## src/rtl/hazard_pkg.sv

```systemverilog
// Shared types and constants for the pipeline hazard controller.
// The 2-bit state encodings are also consumed by the pipeline debug bus.
package hazard_pkg;

  localparam int REG_ADDR_W_DEF = 5;

  localparam logic [1:0] HZ_ST_RUN      = 2'd0;
  localparam logic [1:0] HZ_ST_LOAD_USE = 2'd1;
  localparam logic [1:0] HZ_ST_FLUSH    = 2'd2;
  localparam logic [1:0] HZ_ST_MEM_WAIT = 2'd3;

  typedef enum logic [1:0] {
    RUN      = HZ_ST_RUN,
    LOAD_USE = HZ_ST_LOAD_USE,
    FLUSH    = HZ_ST_FLUSH,
    MEM_WAIT = HZ_ST_MEM_WAIT
  } hz_state_t;

  // Resolved action for the current cycle, after priority and state masking.
  typedef enum logic [1:0] {
    ACT_NONE,
    ACT_BUBBLE,
    ACT_FLUSH,
    ACT_FREEZE
  } hz_action_t;

endpackage

```

## src/rtl/pipeline_hazard_ctrl_if.sv

```systemverilog
// Hazard controller bundle: pipeline hazard inputs and stage controls.
// Performance counters exist only when HAZARD_PERF_CNT_EN is defined.
interface pipeline_hazard_ctrl_if #(
  parameter int REG_ADDR_W = hazard_pkg::REG_ADDR_W_DEF,
  parameter int CNT_W      = 32
);
  logic [REG_ADDR_W-1:0] id_rs1;
  logic [REG_ADDR_W-1:0] id_rs2;
  logic                  id_uses_rs2;
  logic                  id_ex_mem_read;
  logic [REG_ADDR_W-1:0] id_ex_rd;
  logic                  ex_branch_taken;
  logic                  mem_req;
  logic                  mem_ready;

  logic                  pc_write;
  logic                  if_id_write;
  logic                  if_id_flush;
  logic                  id_ex_write;
  logic                  id_ex_flush;
  logic                  ex_mem_write;
  logic                  mem_wb_bubble;
  logic [1:0]            hz_state;
`ifdef HAZARD_PERF_CNT_EN
  logic [CNT_W-1:0]      stall_cycles;
  logic [CNT_W-1:0]      flush_events;
`endif

  modport master (
    output id_rs1, id_rs2, id_uses_rs2, id_ex_mem_read, id_ex_rd,
           ex_branch_taken, mem_req, mem_ready,
    input  pc_write, if_id_write, if_id_flush, id_ex_write, id_ex_flush,
           ex_mem_write, mem_wb_bubble, hz_state
`ifdef HAZARD_PERF_CNT_EN
   ,input  stall_cycles, flush_events
`endif
  );

  modport slave (
    input  id_rs1, id_rs2, id_uses_rs2, id_ex_mem_read, id_ex_rd,
           ex_branch_taken, mem_req, mem_ready,
    output pc_write, if_id_write, if_id_flush, id_ex_write, id_ex_flush,
           ex_mem_write, mem_wb_bubble, hz_state
`ifdef HAZARD_PERF_CNT_EN
   ,output stall_cycles, flush_events
`endif
  );

endinterface

```

## src/rtl/hazard_sat_counter.sv

```systemverilog
// Saturating up-counter with enable; sticks at all-ones.
module hazard_sat_counter #(
  parameter int CNT_W = 32
) (
  input  logic             clk,
  input  logic             reset,
  input  logic             en_i,
  output logic [CNT_W-1:0] count_o
);
  logic [CNT_W-1:0] count_q, count_d;

  always_comb begin
    count_d = count_q;
    if (en_i && (count_q != {CNT_W{1'b1}})) count_d = count_q + 1'b1;
  end

  always_ff @(posedge clk or posedge reset) begin
    if (reset) count_q <= '0;
    else       count_q <= count_d;
  end

  assign count_o = count_q;

endmodule

```

## src/rtl/pipeline_hazard_ctrl.sv

```systemverilog
// Load-use / branch-flush / memory-wait sequencer for the 5-stage pipeline.
// Optional stall/flush counters are built when HAZARD_PERF_CNT_EN is defined.
module pipeline_hazard_ctrl
  import hazard_pkg::*;
(
  input  logic                   clk,
  input  logic                   reset,
  pipeline_hazard_ctrl_if.slave  hz
);
  hz_state_t  state_q, state_d;
  hz_action_t act;
  logic       memstall, loaduse, branch;

  assign memstall = hz.mem_req && !hz.mem_ready;
  assign branch   = hz.ex_branch_taken;
  assign loaduse  = hz.id_ex_mem_read && (hz.id_ex_rd != '0) &&
                    ((hz.id_ex_rd == hz.id_rs1) ||
                     (hz.id_uses_rs2 && (hz.id_ex_rd == hz.id_rs2)));

  // Priority memstall > branch > loaduse, with per-state masking.
  always_comb begin
    // NOTE: default first so every path assigns act and no latch is inferred.
    act = ACT_NONE;
    unique case (state_q)
      RUN, MEM_WAIT: begin
        if (memstall || (state_q == MEM_WAIT && !hz.mem_ready)) act = ACT_FREEZE;
        else if (branch)                                        act = ACT_FLUSH;
        else if (loaduse)                                       act = ACT_BUBBLE;
      end
      LOAD_USE: begin
        if (memstall)    act = ACT_FREEZE;
        else if (branch) act = ACT_FLUSH;
      end
      FLUSH: begin
        if (memstall) act = ACT_FREEZE;
      end
      default: act = ACT_NONE;
    endcase
  end

  always_comb begin
    unique case (act)
      ACT_FREEZE: state_d = MEM_WAIT;
      ACT_FLUSH:  state_d = FLUSH;
      ACT_BUBBLE: state_d = LOAD_USE;
      default:    state_d = RUN;
    endcase
  end

  // NOTE: async reset in the sensitivity list; sequential state uses <= only.
  always_ff @(posedge clk or posedge reset) begin
    if (reset) state_q <= RUN;
    else       state_q <= state_d;
  end

  always_comb begin
    hz.pc_write      = 1'b1;
    hz.if_id_write   = 1'b1;
    hz.if_id_flush   = 1'b0;
    hz.id_ex_write   = 1'b1;
    hz.id_ex_flush   = 1'b0;
    hz.ex_mem_write  = 1'b1;
    hz.mem_wb_bubble = 1'b0;
    hz.hz_state      = state_q;
    if (reset) begin
      hz.pc_write      = 1'b0;
      hz.if_id_write   = 1'b0;
      hz.if_id_flush   = 1'b1;
      hz.id_ex_write   = 1'b0;
      hz.id_ex_flush   = 1'b1;
      hz.ex_mem_write  = 1'b0;
      hz.mem_wb_bubble = 1'b1;
      hz.hz_state      = HZ_ST_RUN;
    end else begin
      unique case (act)
        ACT_FREEZE: begin
          hz.pc_write      = 1'b0;
          hz.if_id_write   = 1'b0;
          hz.id_ex_write   = 1'b0;
          hz.ex_mem_write  = 1'b0;
          hz.mem_wb_bubble = 1'b1;
        end
        ACT_FLUSH: begin
          hz.if_id_flush = 1'b1;
          hz.id_ex_flush = 1'b1;
        end
        ACT_BUBBLE: begin
          hz.pc_write    = 1'b0;
          hz.if_id_write = 1'b0;
          hz.id_ex_flush = 1'b1;
        end
        default: ;
      endcase
    end
  end

`ifdef HAZARD_PERF_CNT_EN
  logic stall_en, flush_en;
  assign stall_en = !reset && !hz.pc_write;
  assign flush_en = !reset && hz.if_id_flush;

  hazard_sat_counter #(.CNT_W($bits(hz.stall_cycles))) u_stall_cnt (
    .clk     (clk),
    .reset   (reset),
    .en_i    (stall_en),
    .count_o (hz.stall_cycles)
  );

  hazard_sat_counter #(.CNT_W($bits(hz.flush_events))) u_flush_cnt (
    .clk     (clk),
    .reset   (reset),
    .en_i    (flush_en),
    .count_o (hz.flush_events)
  );
`endif

endmodule

```

## src/flat_wrapper.sv

```systemverilog
// flat-port wrapper written by rule: the top's interface ports become plain ports
module pipeline_hazard_ctrl_flat import hazard_pkg::*;
  (clk, reset, hz_id_rs1, hz_id_rs2, hz_id_uses_rs2, hz_id_ex_mem_read, hz_id_ex_rd, hz_ex_branch_taken, hz_mem_req, hz_mem_ready, hz_pc_write, hz_if_id_write, hz_if_id_flush, hz_id_ex_write, hz_id_ex_flush, hz_ex_mem_write, hz_mem_wb_bubble, hz_hz_state);
  pipeline_hazard_ctrl_if hz_i ();
  input  logic clk;
  input  logic reset;
  input wire logic [$bits(hz_i.id_rs1)-1:0] hz_id_rs1;
  input wire logic [$bits(hz_i.id_rs2)-1:0] hz_id_rs2;
  input wire logic [$bits(hz_i.id_uses_rs2)-1:0] hz_id_uses_rs2;
  input wire logic [$bits(hz_i.id_ex_mem_read)-1:0] hz_id_ex_mem_read;
  input wire logic [$bits(hz_i.id_ex_rd)-1:0] hz_id_ex_rd;
  input wire logic [$bits(hz_i.ex_branch_taken)-1:0] hz_ex_branch_taken;
  input wire logic [$bits(hz_i.mem_req)-1:0] hz_mem_req;
  input wire logic [$bits(hz_i.mem_ready)-1:0] hz_mem_ready;
  output wire logic [$bits(hz_i.pc_write)-1:0] hz_pc_write;
  output wire logic [$bits(hz_i.if_id_write)-1:0] hz_if_id_write;
  output wire logic [$bits(hz_i.if_id_flush)-1:0] hz_if_id_flush;
  output wire logic [$bits(hz_i.id_ex_write)-1:0] hz_id_ex_write;
  output wire logic [$bits(hz_i.id_ex_flush)-1:0] hz_id_ex_flush;
  output wire logic [$bits(hz_i.ex_mem_write)-1:0] hz_ex_mem_write;
  output wire logic [$bits(hz_i.mem_wb_bubble)-1:0] hz_mem_wb_bubble;
  output wire logic [$bits(hz_i.hz_state)-1:0] hz_hz_state;
  assign hz_i.id_rs1 = hz_id_rs1;
  assign hz_i.id_rs2 = hz_id_rs2;
  assign hz_i.id_uses_rs2 = hz_id_uses_rs2;
  assign hz_i.id_ex_mem_read = hz_id_ex_mem_read;
  assign hz_i.id_ex_rd = hz_id_ex_rd;
  assign hz_i.ex_branch_taken = hz_ex_branch_taken;
  assign hz_i.mem_req = hz_mem_req;
  assign hz_i.mem_ready = hz_mem_ready;
  assign hz_pc_write = hz_i.pc_write;
  assign hz_if_id_write = hz_i.if_id_write;
  assign hz_if_id_flush = hz_i.if_id_flush;
  assign hz_id_ex_write = hz_i.id_ex_write;
  assign hz_id_ex_flush = hz_i.id_ex_flush;
  assign hz_ex_mem_write = hz_i.ex_mem_write;
  assign hz_mem_wb_bubble = hz_i.mem_wb_bubble;
  assign hz_hz_state = hz_i.hz_state;
  pipeline_hazard_ctrl u_core (.clk(clk), .reset(reset), .hz(hz_i));
endmodule
```

## config.mk

```make
export PLATFORM = sky130hd
export DESIGN_NAME = pipeline_hazard_ctrl_flat
export DESIGN_NICKNAME = d
export VERILOG_FILES = /design/src/rtl/hazard_pkg.sv /design/src/rtl/pipeline_hazard_ctrl_if.sv /design/src/rtl/hazard_sat_counter.sv /design/src/rtl/pipeline_hazard_ctrl.sv /design/src/flat_wrapper.sv
export SDC_FILE = /design/constraint.sdc
export NUM_CORES = 1
export LEC_CHECK = 0
export BUFFER_PORTS_ARGS = -buffer_cell sky130_fd_sc_hd__buf_2
export CAP_MARGIN = 30
export CORE_AREA = 2 2 39 41
export DETAILED_ROUTE_END_ITERATION = 10
export DIE_AREA = 0 0 41 43
export PLACE_DENSITY = 0.59
export RECOVER_POWER = 25
export SYNTH_ARGS = -nofsm -noshare
export SYNTH_HDL_FRONTEND = slang
export SYNTH_SLANG_ARGS = --single-unit
```

## constraint.sdc

```tcl
create_clock -name clk -period 2.5 [get_ports clk]
set_input_delay 0.5 -clock clk [delete_from_list [all_inputs] [get_ports clk]]
set_output_delay 0.5 -clock clk [all_outputs]
set_load 0.05 [all_outputs]
```

==> run_results.csv, run 1 <==
group,metric,value,unit
final_layout,top_regs,"u_core.state_q (2)",
synthesis,synthAdderAreaFrac,17.1,%
synthesis,synth.distinct_cells,18,
pwr,power_frac_clock,12.4,%
placement,place_area,559,µm²
clock_tree,cts_tree,"done",
die,die_y,43,µm
synthesis,synth_top_family_by_area,"XOR/XNOR gates",
synthesis,synth_compound_area_share,18.4,%
final_layout,layout_commonest_cell,"buf_2",
setup_path,worst_ep_required_time,2.00,ns
drt,vias,451,
pwr,ir_drop,0.551,mV
synthesis,syn-cell-area,367,µm²
setup_path,path_delay_family,"adder cells",
clock_tree,insertion_delay,0.23,ns
timing,fmax,0.401,GHz
die,die-area,1760,µm²
setup_path,worst-path-max-fanout,4,
synthesis,yosys.area_share.simple,18.8,%
synthesis,syn-num-nets,73,
pwr,switchingPower,0.291,mW
timing,worst_pin_slew,0.344,ns
final_layout,largest_reg_flops,2,
timing,rsz0062_at_grt,"true",
die,rows,14,
global_routing,first_global_vias,406,
synthesis,synth.top_cells.by_area,"xnor2_1 24%, ha_1 17%, dfrtp_1 14%, a211oi_2 6.8%, nand2_1 5.1%",
placement,place_congestion,0.786,
clock_tree,hold_buffers,0,
pwr,p_per_area,868,nW/µm²
clock_tree,cts_buffer_depth,2,
clock_tree,h-tree-depth,1,
final_layout,fin_area,682,µm²
drt,viasPerCell,4.60,
timing,holdWs,0.217,ns
timing,finalCritPeriodShare,99.6,%
synthesis,syn_area_per_cell,7.97,µm²
timing,hold_viol,0,
final_layout,diodes,0,
pwr,combPwrFrac,77.5,%
drt,routed_wl,981,µm
placement,dp_hpwl,779,µm
die,core-area,1380,µm²
synthesis,synthMuxAreaShare,0,%
pwr,power_switching_share,49.2,%
drt,dr.pass1.iters,2,
timing,min_period,2.49,ns
global_routing,grt_pass1_wl,1370,µm
timing,slew_violations,0,
clock_tree,clock_sinks,2,
pwr,seq_power_share,10.2,%
outcome,status,"finished, final reports clean",
setup_path,criticalPathCategory,"flop to primary output",
global_routing,grt_use_total,11.7,%
synthesis,syn_inst,46,
synthesis,ys_seq_area_share,13.7,%
setup_path,path_cells,"inv_2 > ha_4 > o31ai_4 > a21oi_2 > nand2b_4 > ha_2 > or2_4 > buf_8",
final_layout,most-common-layout-cells,"23 x buf_2, 10 x xnor2_1, 7 x buf_4",
global_routing,grt_max_degree,7,
clock_tree,clk_pin_slew,0.03,ns
final_layout,regMostFlops,"u_core.state_q",
pwr,power_leakage,0.333,nW
synthesis,yosys_warnings,0,
run,max_cap_viol_count,0,
final_layout,nets,111,
drt,drt_iter0_markers,2,
die,fp.dieW,41,µm
setup_path,startpoint_type,"flop",
drt,drc_errors,0,
drt,post_drt_wl_per_cell,10.0,µm
pwr,intPower,0.301,mW
worst_hold_path,hp-class,"primary input to async pin",
timing,slew_headroom,76.8,%
global_routing,grt_overflow,0,
setup_path,end_kind,"primary output",
timing,fin_skew,0.00474,ns
setup_path,cp.arrival,1.99,ns
setup_path,critPathBufInv,2,
die,pin_count,31,
synthesis,synthXorXnorAreaFrac,23.9,%
die,start_util,26.5,%
timing,setup_violations,0,
final_layout,area_growth,86.0,%
global_routing,antenna_found_initial,0,
synthesis,synth_top_area_cell,"xnor2_1",
synthesis,ys_ff_latch,2,
setup_path,slowest_stage,"dfrtp_1",
drt,ant_nets,0,
setup_path,cpPeakStageDelay,0.39,ns
clock_tree,cts_root_buffer,"clkbuf_4",
synthesis,synth.top_cell.area_share,23.9,%
clock_tree,numCtsBuffers,3,
final_layout,drive_gt1_share,62.2,%
placement,io_buffer_count,30,
==> Yosys cell counts, drive strengths merged <==
master,number
o22ai,1
a21o,1
xnor2,10
nand2b,1
inv,4
or2,2
nand3,1
a211oi,2
nand4,1
dfrtp,2
buf,2
ha,5
o31ai,1
nand2,5
a21oi,2
nor2,4
o21ai,1
nor3,1
==> area by class of cell <==
class / instances / area [µm²]
well taps: 16 / 20.0
fillers: 141 / 702
repair buffers: 35 / 228
inverters: 4 / 15.0
flip-flops and latches: 2 / 50.0
multi-input cells: 38 / 347
clock buffers: 3 / 22.5
==> kinds of logic after synthesis <==
logic type / Yosys count
AO/OA/AOI/OAI: 8
XOR/XNOR: 10
adder cells (fa/ha/maj): 5
buffers and inverters: 6
flip-flops: 2
AND/OR/NAND/NOR: 15
==> power groups by stage <==
stage                     logic [mW]  clock network (mW)  registers (mW)
after detailed placement       0.338                   0          0.0562
after CTS                      0.429              0.0772          0.0603
final                          0.459              0.0731          0.0602
after floorplan                0.264                   0          0.0541
after global routing           0.493              0.0795          0.0622
after global placement         0.338                   0          0.0557
==> worst paths after layout <==
check                                   from                end  slack (ns)  depth (start not counted)
max in group asynchronous              reset  u_core.state_q[1]        2.16                          2
min in group clk                hz_mem_ready  u_core.state_q[0]        0.62                          3
hold reg to reg            u_core.state_q[0]  u_core.state_q[0]        0.96                          4
setup / recovery           u_core.state_q[0]     hz_if_id_flush       0.009                          8
hold / removal                         reset  u_core.state_q[0]        0.22                          2
setup reg to reg           u_core.state_q[0]  u_core.state_q[1]        0.66                          7
==> repair_timing <==
action                                  4_1_cts  5_1_grt
cloned                                        0        0
buffers inserted                              1        1
pin swaps                                     3        1
endpoints found under the setup margin        5        7
resized for setup                            13       14
==> per-layer routing <==
metal	up-vias	GRT usage [%]	share of wire, %
li1	222	-	-
met1	200	9.03	34
met2	27	21.3	48
met3	2	4.19	17
met4	0	8.00	1.7
met5	-	0	0
==> metrics by stage <==
stage	TNS (ns)	cells	utilization (%)	setup slack [ns]	power, mW
2_1_floorplan	-0.0903	46	-	-0.0903	0.318
3_3_place_gp	0	93	40.4	0.0682	0.393
3_5_place_dp	0	93	40.4	0.0273	0.394
4_1_cts	-0.0145	97	46.7	-0.00749	0.566
5_1_grt	-0.144	98	49.3	-0.0608	0.635
6_report	0	98	49.3	0.00904	0.592
Note: power is estimated with default switching activity, not from simulation.
==> run 2: changes to the inputs <==
- SETUP_SLACK_MARGIN: unset -> 0.05
- SLEW_MARGIN: unset -> 10
==> run 2 against run 1 <==
Effect of this change: worst hold slack improved by 0.012 ns; clock-buffer cell count unchanged; final cell count up 2.0%; total power increased by 16%; first-iteration DRC count grew to 2.5 times the previous value; routed wire length increased by 14%; utilization grew 6.4 points; critical endpoint unchanged; via count is 2.9% lower.
==> run_results.csv, run 2 (synthesis gave the netlist of run 1 again) <==
group,metric,value,unit
timing,fin_skew,0.00291,ns
die,rows,14,
clock_tree,clock_sinks,2,
worst_hold_path,hp-class,"primary input to async pin",
placement,place_congestion,0.720,
timing,min_period,2.48,ns
pwr,power_leakage,0.353,nW
placement,dp_slack,0.0241,ns
timing,hold_viol,0,
final_layout,most-common-layout-cells,"23 x buf_2, 10 x xnor2_1, 8 x buf_4",
drt,post_drt_wl_per_cell,11.2,µm
drt,viasPerCell,4.38,
timing,rsz0062_at_grt,"true",
drt,ant_nets,0,
final_layout,diodes,0,
pwr,ir_drop,0.531,mV
timing,setup_violations,0,
final_layout,nets,113,
timing,slew_violations,0,
global_routing,first_global_vias,429,
setup_path,startpoint_type,"flop",
outcome,status,"finished, final reports clean",
clock_tree,cts_buffer_depth,2,
clock_tree,insertion_delay,0.22,ns
clock_tree,h-tree-depth,1,
final_layout,drive_gt1_share,69.0,%
drt,vias,438,
timing,slew_headroom,74.2,%
drt,drc_errors,0,
clock_tree,cts_tree,"done",
drt,drt_iter0_markers,5,
final_layout,regMostFlops,"u_core.state_q",
setup_path,worst_ep_required_time,2.00,ns
timing,postLayoutSetupSlackWorst,0.0200,ns
setup_path,slowest_stage,"dfrtp_1",
die,core-area,1380,µm²
final_layout,largest_reg_flops,2,
die,pin_count,31,
timing,fmax,0.403,GHz
clock_tree,hold_buffers,0,
placement,dp.cells,93,
run,max_cap_viol_count,0,
clock_tree,clk_pin_slew,0.03,ns
global_routing,grt_overflow,0,
setup_path,end_kind,"primary output",
global_routing,antenna_found_initial,0,
die,die_y,43,µm
setup_path,path_cells,"buf_4 > ha_4 > o31ai_4 > a21oi_4 > nand2b_4 > ha_4 > or2_4 > buf_8",
final_layout,fin_cells,100,
global_routing,grt_max_degree,7,
clock_tree,cts_root_buffer,"clkbuf_4",
global_routing,grt_pass1_wl,1580,µm
clock_tree,numCtsBuffers,3,
timing,tns,0,ns
drt,dr.pass1.iters,3,
placement,io_buffer_count,30,
setup_path,worst-path-max-fanout,3,
global_routing,grt_use_total,13.1,%
die,die-area,1760,µm²
final_layout,layout_commonest_cell,"buf_2",
die,fp.dieW,41,µm
drt,routed_wl,1120,µm
die,start_util,26.5,%
pwr,p_per_area,893,nW/µm²
timing,worst_pin_slew,0.383,ns
placement,dp_hpwl,807,µm
setup_path,cpMostUsedCell,"ha_4",
setup_path,cp.arrival,1.98,ns
final_layout,top_regs,"u_core.state_q (2)",
setup_path,cpPeakStageDelay,0.39,ns
timing,finalCritPeriodShare,99.2,%
setup_path,criticalPathCategory,"flop to primary output",
final_layout,area_growth,110,%
==> run 2: cell count changes in the layout (fill, tap and decap cells not counted), moves of 2 or more <==
cell     delta
nand2_1     -3
ha_2        -2
nand2_2     +3
ha_4        +3
a21oi_4     +2
==> run 2: repair_timing <==
action,in CTS,in global routing
gates cloned,0,0
resized for setup,21,15
pin swaps,7,9
setup endpoints to repair,7,7
setup buffers,3,1
==> run 2: cell type report <==
class	instances	area (µm²)
inverters	4	15.0
multi-input cells	38	413
repair buffers	37	250
well taps	16	20.0
fillers	138	613
flip-flops and latches	2	50.0
clock buffers	3	22.5
==> run 2: through the flow <==
stage	cell area (µm²)	hold WS (ns)	total power, mW	util (%)
after floorplan	398	0.249	0.333	-
after global placement	572	0.449	0.415	41.3
after detailed placement	572	0.456	0.418	41.3
after CTS	697	0.221	0.630	50.4
after global routing	771	0.235	0.736	55.7
final	771	0.229	0.688	55.7
==> run 2: critical path, delay by kind of cell (launching register included) <==
| kind | cells | cell delay [ns] |
|---|---|---|
| simple gates | 2 | 0.40 |
| fa+ha+maj | 2 | 0.33 |
| compound gates | 2 | 0.33 |
| buf+inv | 2 | 0.30 |
| flops | 1 | 0.39 |
==> run 2: final timing paths <==
kind | startpoint | to | slack [ns] | depth (start not counted)
max in group asynchronous | reset | u_core.state_q[0] | 2.14 | 2
worst max register to register | u_core.state_q[0] | u_core.state_q[1] | 0.68 | 7
min in group clk | hz_mem_ready | u_core.state_q[0] | 0.78 | 4
worst min register to register | u_core.state_q[0] | u_core.state_q[0] | 1.07 | 5
worst min-delay path | reset | u_core.state_q[1] | 0.23 | 2
worst max-delay path | u_core.state_q[0] | hz_if_id_flush | 0.02 | 8
==> run 2: report_power, final <==
group,internal [mW],total [mW],switching [mW]
registers,0.0456,0.0594,0.0138
clock network,0.0530,0.0718,0.0188
logic,0.251,0.557,0.307
==> run 2: per-layer routing <==
layer	vias up	wire length (µm)	track usage, %
met4	0	0	8.00
li1	225	-	-
met3	0	120	0.524
met1	188	447	14.5
met2	25	547	22.5
met5	-	0	0
